==> src/rtl/k_and_s_pkg.sv <==
// rtl/k_and_s_pkg.sv - shared types for the RAM port arbiter
package k_and_s_pkg;

  typedef enum logic [1:0] {IDLE, ACCESS, DONE} arb_state_t;
  typedef enum logic {PORT_CORE, PORT_DBG} arb_port_t;

endpackage

==> src/rtl/ram_arb_pick.sv <==
// rtl/ram_arb_pick.sv - combinational two-way round-robin winner selection with debug lock
module ram_arb_pick
  import k_and_s_pkg::*;
(
  input  logic      core_req_i,
  input  logic      dbg_req_i,
  input  logic      dbg_lock_i,
  input  arb_port_t last_grant_i,
  output logic      valid_o,
  output arb_port_t winner_o
);

  always_comb begin
    valid_o  = core_req_i | dbg_req_i;
    winner_o = PORT_CORE;
    if (dbg_req_i && !core_req_i) begin
      winner_o = PORT_DBG;
    end else if (dbg_req_i && core_req_i) begin
      // A locked debug port keeps winning ties once it holds the last grant.
      if (last_grant_i == PORT_CORE || dbg_lock_i) begin
        winner_o = PORT_DBG;
      end
    end
  end

endmodule

==> src/rtl/ram_port_arbiter.sv <==
// rtl/ram_port_arbiter.sv - shares one synchronous-read RAM between core and debug ports
module ram_port_arbiter
  import k_and_s_pkg::*;
#(
  parameter int ADDR_W     = 5,
  parameter int DATA_W     = 16,
  parameter int ACC_CYCLES = 2
) (
  input  logic              clk,
  input  logic              rst,
  input  logic              core_req,
  input  logic              core_we,
  input  logic [ADDR_W-1:0] core_addr,
  input  logic [DATA_W-1:0] core_wdata,
  output logic              core_gnt,
  output logic              core_done,
  input  logic              dbg_req,
  input  logic              dbg_we,
  input  logic [ADDR_W-1:0] dbg_addr,
  input  logic [DATA_W-1:0] dbg_wdata,
  input  logic              dbg_lock,
  output logic              dbg_gnt,
  output logic              dbg_done,
  output logic [DATA_W-1:0] rdata,
  output logic              core_stall,
  output logic [ADDR_W-1:0] ram_addr,
  output logic              ram_we,
  output logic [DATA_W-1:0] ram_wdata,
  input  logic [DATA_W-1:0] ram_rdata
);

  localparam int CNT_W = (ACC_CYCLES > 1) ? $clog2(ACC_CYCLES) : 1;

  arb_state_t        state_q, state_d;
  logic [CNT_W-1:0]  cnt_q, cnt_d;
  arb_port_t         last_q, last_d;
  arb_port_t         owner_q, owner_d;
  logic              wr_q, wr_d;
  logic              first_q, first_d;
  logic [ADDR_W-1:0] addr_q, addr_d;
  logic              we_q, we_d;
  logic [DATA_W-1:0] wdata_q, wdata_d;
  logic [DATA_W-1:0] rdata_q, rdata_d;
  logic              pick_valid;
  arb_port_t         pick_winner;

  ram_arb_pick u_pick (
    .core_req_i   (core_req),
    .dbg_req_i    (dbg_req),
    .dbg_lock_i   (dbg_lock),
    .last_grant_i (last_q),
    .valid_o      (pick_valid),
    .winner_o     (pick_winner)
  );

  always_ff @(posedge clk) begin
    if (rst) begin
      state_q <= IDLE;
      cnt_q   <= '0;
      last_q  <= PORT_DBG;
      owner_q <= PORT_CORE;
      wr_q    <= 1'b0;
      first_q <= 1'b0;
      addr_q  <= '0;
      we_q    <= 1'b0;
      wdata_q <= '0;
      rdata_q <= '0;
    end else begin
      state_q <= state_d;
      cnt_q   <= cnt_d;
      last_q  <= last_d;
      owner_q <= owner_d;
      wr_q    <= wr_d;
      first_q <= first_d;
      addr_q  <= addr_d;
      we_q    <= we_d;
      wdata_q <= wdata_d;
      rdata_q <= rdata_d;
    end
  end

  always_comb begin
    state_d = state_q;
    cnt_d   = cnt_q;
    last_d  = last_q;
    owner_d = owner_q;
    wr_d    = wr_q;
    first_d = 1'b0;
    addr_d  = addr_q;
    we_d    = 1'b0;
    wdata_d = wdata_q;
    rdata_d = rdata_q;
    case (state_q)
      IDLE: begin
        if (pick_valid) begin
          state_d = ACCESS;
          cnt_d   = CNT_W'(ACC_CYCLES - 1);
          last_d  = pick_winner;
          owner_d = pick_winner;
          first_d = 1'b1;
          if (pick_winner == PORT_DBG) begin
            wr_d    = dbg_we;
            we_d    = dbg_we;
            addr_d  = dbg_addr;
            wdata_d = dbg_wdata;
          end else begin
            wr_d    = core_we;
            we_d    = core_we;
            addr_d  = core_addr;
            wdata_d = core_wdata;
          end
        end
      end
      ACCESS: begin
        if (cnt_q == '0) begin
          state_d = DONE;
          if (!wr_q) begin
            rdata_d = ram_rdata;
          end
        end else begin
          cnt_d = cnt_q - CNT_W'(1);
        end
      end
      DONE: begin
        state_d = IDLE;
      end
      default: begin
        state_d = IDLE;
      end
    endcase
  end

  assign core_gnt   = first_q && (owner_q == PORT_CORE);
  assign dbg_gnt    = first_q && (owner_q == PORT_DBG);
  assign core_done  = (state_q == DONE) && (owner_q == PORT_CORE);
  assign dbg_done   = (state_q == DONE) && (owner_q == PORT_DBG);
  assign core_stall = core_req & ~core_done;
  assign rdata      = rdata_q;
  assign ram_addr   = addr_q;
  assign ram_we     = we_q;
  assign ram_wdata  = wdata_q;

endmodule

==> config.mk <==
export PLATFORM = sky130hd
export DESIGN_NAME = ram_port_arbiter
export DESIGN_NICKNAME = d
export VERILOG_FILES = /design/src/rtl/k_and_s_pkg.sv /design/src/rtl/ram_arb_pick.sv /design/src/rtl/ram_port_arbiter.sv
export SDC_FILE = /design/constraint.sdc
export NUM_CORES = 1
export LEC_CHECK = 0
export ABC_AREA = 1
export CELL_PAD_IN_SITES_DETAIL_PLACEMENT = 1
export CELL_PAD_IN_SITES_GLOBAL_PLACEMENT = 2
export CORE_MARGIN = 5
export CORE_UTILIZATION = 20
export CTS_CLUSTER_SIZE = 14
export DETAILED_ROUTE_END_ITERATION = 12
export PLACE_DENSITY = 0.78
export RECOVER_POWER = 25
export REMOVE_ABC_BUFFERS = 1
export SKIP_LAST_GASP = 1
export SYNTH_ARGS = -nofsm -noshare
export SYNTH_HDL_FRONTEND = slang
export SYNTH_SLANG_ARGS = --single-unit
==> constraint.sdc <==
create_clock -name clk -period 1.5 [get_ports clk]
set_input_delay 0.225 -clock clk [delete_from_list [all_inputs] [get_ports clk]]
set_output_delay 0.225 -clock clk [all_outputs]
set_load 0.02 [all_outputs]
==> results of run 1 <==
[per-stage QoR]
stage | area, µm² | utilization, % | setup TNS [ns]
after global placement | 3370 | 32.8 | -1.29
after detailed placement | 3370 | 32.8 | -1.99
after CTS | 3460 | 33.7 | -0.0354
after global routing | 3330 | 32.4 | 0
after floorplan | 1970 | - | 0
final | 3330 | 32.4 | 0
[cell families after synthesis]
group	after synthesis	synth area share [%]
AND/OR/NAND/NOR	140	29.6
AO/OA/AOI/OAI	65	15.7
buffers and inverters	52	11.9
flip-flops	45	42.9
[state kept, by name (all words and copies together), names as in the netlist]
| register | flops |
|---|---|
| last_q | 1 |
| first_q | 1 |
| rdata | 16 |
| state_q | 2 |
| owner_q | 1 |
| ram_wdata | 16 |
| ram_we | 1 |
| ram_addr | 5 |
| cnt_q | 1 |
| wr_q | 1 |
[synthesized netlist by cell type]
master / n / area [µm²]
a21oi_1: 40 / 200
a21oi_2: 1 / 8.76
buf_1: 1 / 3.75
buf_2: 4 / 20.0
buf_4: 3 / 22.5
buf_6: 5 / 56.3
clkbuf_1: 8 / 30.0
dfxtp_1: 45 / 901
inv_1: 31 / 116
nand2_1: 45 / 169
nand2_2: 2 / 12.5
nand3_1: 39 / 195
nand3_2: 1 / 10.0
nand3b_1: 1 / 7.51
nor2_1: 46 / 173
nor2_2: 2 / 12.5
nor2_4: 2 / 22.5
nor2b_4: 1 / 13.8
nor4_1: 1 / 6.26
o21ai_0: 2 / 10.0
o21ai_1: 22 / 110
[how the worst min path moves through the flow]
stage | start | to | cells past startpoint
after floorplan | rst | owner_q$_SDFFE_PP0P_ | 1
after global placement | rdata[0]$_SDFFE_PP0P_ | rdata[0]$_SDFFE_PP0P_ | 2
after detailed placement | rdata[13]$_SDFFE_PP0P_ | rdata[13]$_SDFFE_PP0P_ | 2
after CTS | dbg_req | first_q$_SDFF_PP0_ | 3
after global routing | rdata[5]$_SDFFE_PP0P_ | rdata[5]$_SDFFE_PP0P_ | 2
final | rdata[13]$_SDFFE_PP0P_ | rdata[13]$_SDFFE_PP0P_ | 2
[cell type report]
| class | count | area [µm²] | area share [%] |
|---|---|---|---|
| clock buffers | 6 | 72.6 | 2.18 |
| clock inverters | 2 | 38.8 | 1.16 |
| inverters | 31 | 116 | 3.49 |
| multi-input cells | 205 | 951 | 28.5 |
| flip-flops and latches | 45 | 902 | 27.1 |
| well taps | 136 | 170 | 5.11 |
| repair buffers | 123 | 1080 | 32.5 |
[report_power, final]
part	total, mW	internal [mW]	leakage (nW)	switching (mW)
logic	0.986	0.441	1.08	0.545
clock network	0.919	0.501	0.0554	0.418
registers	1.39	1.32	0.371	0.0702
[metal layers]
layer	vias to the layer above	wire [µm]	global-route usage (%)
li1	1192	-	-
met1	1047	3620	15.2
met2	79	3160	18.2
met3	4	455	3.23
met4	0	36	2.64
met5	-	0	0
==> flow_summary.json, run 1 <==
{
  "synth_seq_cells": 45,
  "crit_fanout": 2,
  "synth.cell_area_um2": 2100,
  "fin_worst_hold_slack_ns": 0.465,
  "start_kind": "flop",
  "timing.final.crit_share_pct": 96.9,
  "crit_end": "rdata[5]",
  "floorplan.die.height_um": 112,
  "total_instance_count_after_detailed_placement": 540,
  "cp_num_buf_inv": 1,
  "worst_pin_slew_ns": 0.431,
  "detail_route.drc_violations": 0,
  "crit_arrival_ns": 1.23,
  "most_used_cells_in_the_layout_excluding_fill_and_tap_cells": "clkdlybuf4s50_1 (64), nor2_1 (46), nand2_1 (45)",
  "cts_tree": "built",
  "worst_vdd_rail_ir_drop_mv": 0.344,
  "drv_slew": 0,
  "total_leakage_power_nw": 1.51,
  "floorplan.die_area_um2": 12700,
  "critical_path.reg2reg.endpoint": "ram_wdata[5]$_SDFFE_PP0P_",
  "detailroute.via_count": 2322,
  "post_synth.cell_area_avg_um2": 6.96,
  "most_common_cell_after_layout_fill_and_taps_aside": "clkdlybuf4s50_1",
  "nFillCells": 1331,
  "synth_sequential_area_ratio_pct": 42.9,
  "postRouteAntennaNets": 0,
  "synth.lib_cells_used.distinct": 21,
  "place_ws_ns": -0.165,
  "final_layout_size_suffix_gt1_share_pct": 8.50,
  "initial_detailed_routing_violation_count": 88,
  "die_width_um": 112,
  "yosysWarningCount": 0,
  "gr-usage-all-layers_pct": 11.4,
  "final.min_clock_period_ns": 1.45,
  "postCtsSetupRepairBufs": 0,
  "overflow": 0,
  "maximum_number_of_pins_on_one_net_before_global_route_repair": 29,
  "r2r_start": "state_q[1]$_SDFFE_PP0P_",
  "regToRegSetupSlack_ns": 0.19,
  "postLayoutSetupSlackWorst_ns": 0.0467,
  "h_tree_depth": 2,
  "gp_routability_congestion": 0.745,
  "final-setup-viol-count": 0,
  "rsz0062_at_grt": "false",
  "ioPinCount": 108,
  "timing.critical_path.required_ns": 1.27,
  "hold_viol": 0,
  "routed_wirelength_um": 7270,
  "logic_depth_of_the_worst_register_to_register_path": 7,
  "total_of_max_cap_violations": 0,
  "cp-end-kind": "output pin",
  "placeable_core_area_um2": 10300,
  "fp-row-count": 37,
  "layout.cells.non_filler": 548,
  "hold_class": "flop to flop",
  "power_density_nw_per_um2": 988,
  "grt_pass1_vias": 2375,
  "io_buffers": 107,
  "cp_slowest_cell": "clkdlybuf4s50_1",
  "numClockSinks": 45,
  "critPathLaunch": "rdata[5]$_SDFFE_PP0P_",
  "initial_core_util_pct": 20.4,
  "clock_latency_ns": 0.29,
  "clk_root_buffer_cell": "clkbuf_8",
  "antenna_cells_inserted": 0,
  "post_drt_wl_per_cell_um": 13.3,
  "syn_to_final_growth_pct": 58.7,
  "clk_pin_slew_worst_paths_ns": 0.09,
  "detail_route.first_pass.iterations": 4,
  "syn-instance-count": 302,
  "finalNetCount": 476,
  "dp_hpwl_um": 5420,
  "cts_hold_repair.buffers": 0,
  "timing.slew.headroom_pct": 71.0,
  "cp_top_family": "buffers and inverters",
  "cts_max_path_buffers": 2,
  "post_cts_resize_count": 23,
  "clock.fmax_mhz": 688,
  "detailed_route_vias_per_instance": 4.24,
  "status": "finished clean",
  "antenna_found_initial": 0,
  "cpPeakStageDelay_ns": 0.60,
  "critical_path.cell_chain": "clkdlybuf4s50_1",
  "crit_type": "flop to output pin",
  "worstSetupPathDepth": 1,
  "first_pass_grt_wire_length_um": 11900,
  "power_consumption_mw": 3.29,
  "cts_buffers": 5,
  "fin_worst_skew_ns": 0.00380
}
Note: power is estimated with default switching activity, not from simulation.
==> run 2, diff against run 1 <==
==> constraint.sdc (replaced) <==
create_clock -name clk -period 1.5 [get_ports clk]
set_input_delay 0.3 -clock clk [delete_from_list [all_inputs] [get_ports clk]]
set_output_delay 0.3 -clock clk [all_outputs]
set_load 0.02 [all_outputs]
==> run 2 against run 1 <==
Sequential share of layout area fell by 0.82 points. Clock-buffer cell count did not move. Die area did not move. Via count rose by 1.3%. Global-route usage rose by 0.14 points. Total power rose by 1.1%. Critical path depth rose by 2. Clock power rose by 1%. Cell area rose by 3.1%. Flip-flop and latch count did not move. Largest power group unchanged. Highest routed layer unchanged.
==> flow_summary.json, run 2 (same netlist as run 1, synthesis figures left out) <==
{
  "crit_arrival_ns": 1.10,
  "maximum_number_of_pins_on_one_net_before_global_route_repair": 29,
  "swShare_pct": 31.3,
  "total_leakage_power_nw": 1.62,
  "crit_fanout": 6,
  "grt_pass1_vias": 2444,
  "clk_root_buffer_cell": "clkbuf_8",
  "hold_class": "flop to flop",
  "antenna_found_initial": 0,
  "start_kind": "flop",
  "status": "finished clean",
  "total_of_max_cap_violations": 0,
  "detailed_route_vias_per_instance": 4.28,
  "clk_pin_slew_worst_paths_ns": 0.09,
  "final-setup-viol-count": 0,
  "postRouteAntennaNets": 0,
  "p_int_mw": 2.29,
  "drv_slew": 0,
  "total_instance_count_after_detailed_placement": 541,
  "hold_viol": 0,
  "floorplan.die.height_um": 112,
  "most_used_cells_in_the_layout_excluding_fill_and_tap_cells": "clkdlybuf4s50_1 (62), nand2_1 (46), nor2_1 (46)",
  "placeable_core_area_um2": 10300,
  "finalNetCount": 477,
  "gp_routability_congestion": 0.744,
  "worst_pin_slew_ns": 0.561,
  "cts_max_path_buffers": 2,
  "number_of_stages_on_the_worst_hold_path": 2,
  "fp-row-count": 37,
  "detailroute.via_count": 2352,
  "clock.fmax_mhz": 713,
  "floorplan.die_area_um2": 12700,
  "postCtsSetupRepairBufs": 0,
  "fin_worst_skew_ns": 0.00586,
  "rsz0062_at_grt": "true",
  "worst_vdd_rail_ir_drop_mv": 0.309,
  "final_layout_size_suffix_gt1_share_pct": 8.96,
  "timing.critical_path.required_ns": 1.20,
  "cts_buffers": 5,
  "initial_detailed_routing_violation_count": 93,
  "post_drt_wl_per_cell_um": 13.3,
  "numClockSinks": 45,
  "fin_worst_hold_slack_ns": 0.464,
  "routed_wirelength_um": 7310,
  "crit_type": "flop to output pin",
  "clock_power_share_pct": 27.8,
  "ioPinCount": 108,
  "final.min_clock_period_ns": 1.40,
  "net_switching_mw": 1.04,
  "fin_tns_setup_ns": 0,
  "fraction_of_power_consumed_by_sequential_logic_pct": 41.6,
  "syn_to_final_growth_pct": 63.6,
  "cts_tree": "built",
  "combPwrFrac_pct": 30.5,
  "h_tree_depth": 2,
  "overflow": 0,
  "first_pass_grt_wire_length_um": 12200,
  "layout.cells.non_filler": 549,
  "cp-end-kind": "output pin",
  "gr-usage-all-layers_pct": 11.5,
  "dp_hpwl_um": 5530,
  "timing.final.crit_share_pct": 93.5,
  "detail_route.drc_violations": 0,
  "initial_core_util_pct": 20.4,
  "logic_depth_of_the_worst_register_to_register_path": 6,
  "power_consumption_mw": 3.33,
  "utilization_pct": 33.4,
  "timing.slew.headroom_pct": 62.5,
  "antenna_cells_inserted": 0,
  "power_density_nw_per_um2": 969,
  "die_width_um": 112,
  "clock_latency_ns": 0.29,
  "detail_route.first_pass.iterations": 4,
  "most_common_cell_after_layout_fill_and_taps_aside": "clkdlybuf4s50_1",
  "io_buffers": 107
}
==> run 2: worst paths after layout <==
check	startpoint	slack, ns	endpoint
hold / removal	rdata[3]$_SDFFE_PP0P_	0.46	rdata[3]$_SDFFE_PP0P_
setup / recovery	owner_q$_SDFFE_PP0P_	0.1	dbg_gnt
setup reg to reg	state_q[0]$_SDFFE_PP0P_	0.17	rdata[4]$_SDFFE_PP0P_
hold reg to reg	rdata[3]$_SDFFE_PP0P_	0.46	rdata[3]$_SDFFE_PP0P_
==> run 2: per-layer routing <==
metal | share of wire, % | vias up | global-route usage, %
li1 | - | 1192 | -
met1 | 48 | 1072 | 15.0
met2 | 45 | 84 | 18.8
met3 | 7.1 | 4 | 3.61
met4 | 0.63 | 0 | 2.40
met5 | 0 | - | 0
==> run 2: power by group through the flow <==
stage | Combinational (mW) | Clock (mW) | Sequential (mW)
floorplan | 0.358 | 0 | 1.54
global placement | 1.10 | 0 | 1.42
detailed placement | 1.12 | 0 | 1.42
CTS | 1.04 | 0.971 | 1.39
global route | 1.12 | 1.03 | 1.40
finish | 1.02 | 0.928 | 1.39
==> run 2: repair_timing <==
action                     4_1_cts  5_1_grt
hold buffers                     0        0
setup endpoints to repair       43        4
gates resized for setup         47        6
==> run 2: critical path, cell delays in order (launching register included) <==
cell and delay [ns]:
dfxtp_2 0.38, nand2_1 0.06, inv_1 0.05, dlygate4sd2_1 0.32
==> run 2: final cells by class <==
cell class | instances | area [µm²]
clock buffer | 6 | 72.6
fill | 1304 | 6840
inverter | 31 | 116
clock inverter | 2 | 38.8
sequential | 45 | 902
tap | 136 | 170
multi-input combinational | 205 | 948
timing repair buffer | 124 | 1190
==> run 2: stage by stage <==
stage | area [µm²] | worst slack [ns]
after global routing | 3440 | -0.0249
after detailed placement | 3390 | -0.318
after global placement | 3390 | -0.306
final | 3440 | 0.0970
after CTS | 3460 | -0.126
after floorplan | 1970 | 0.126
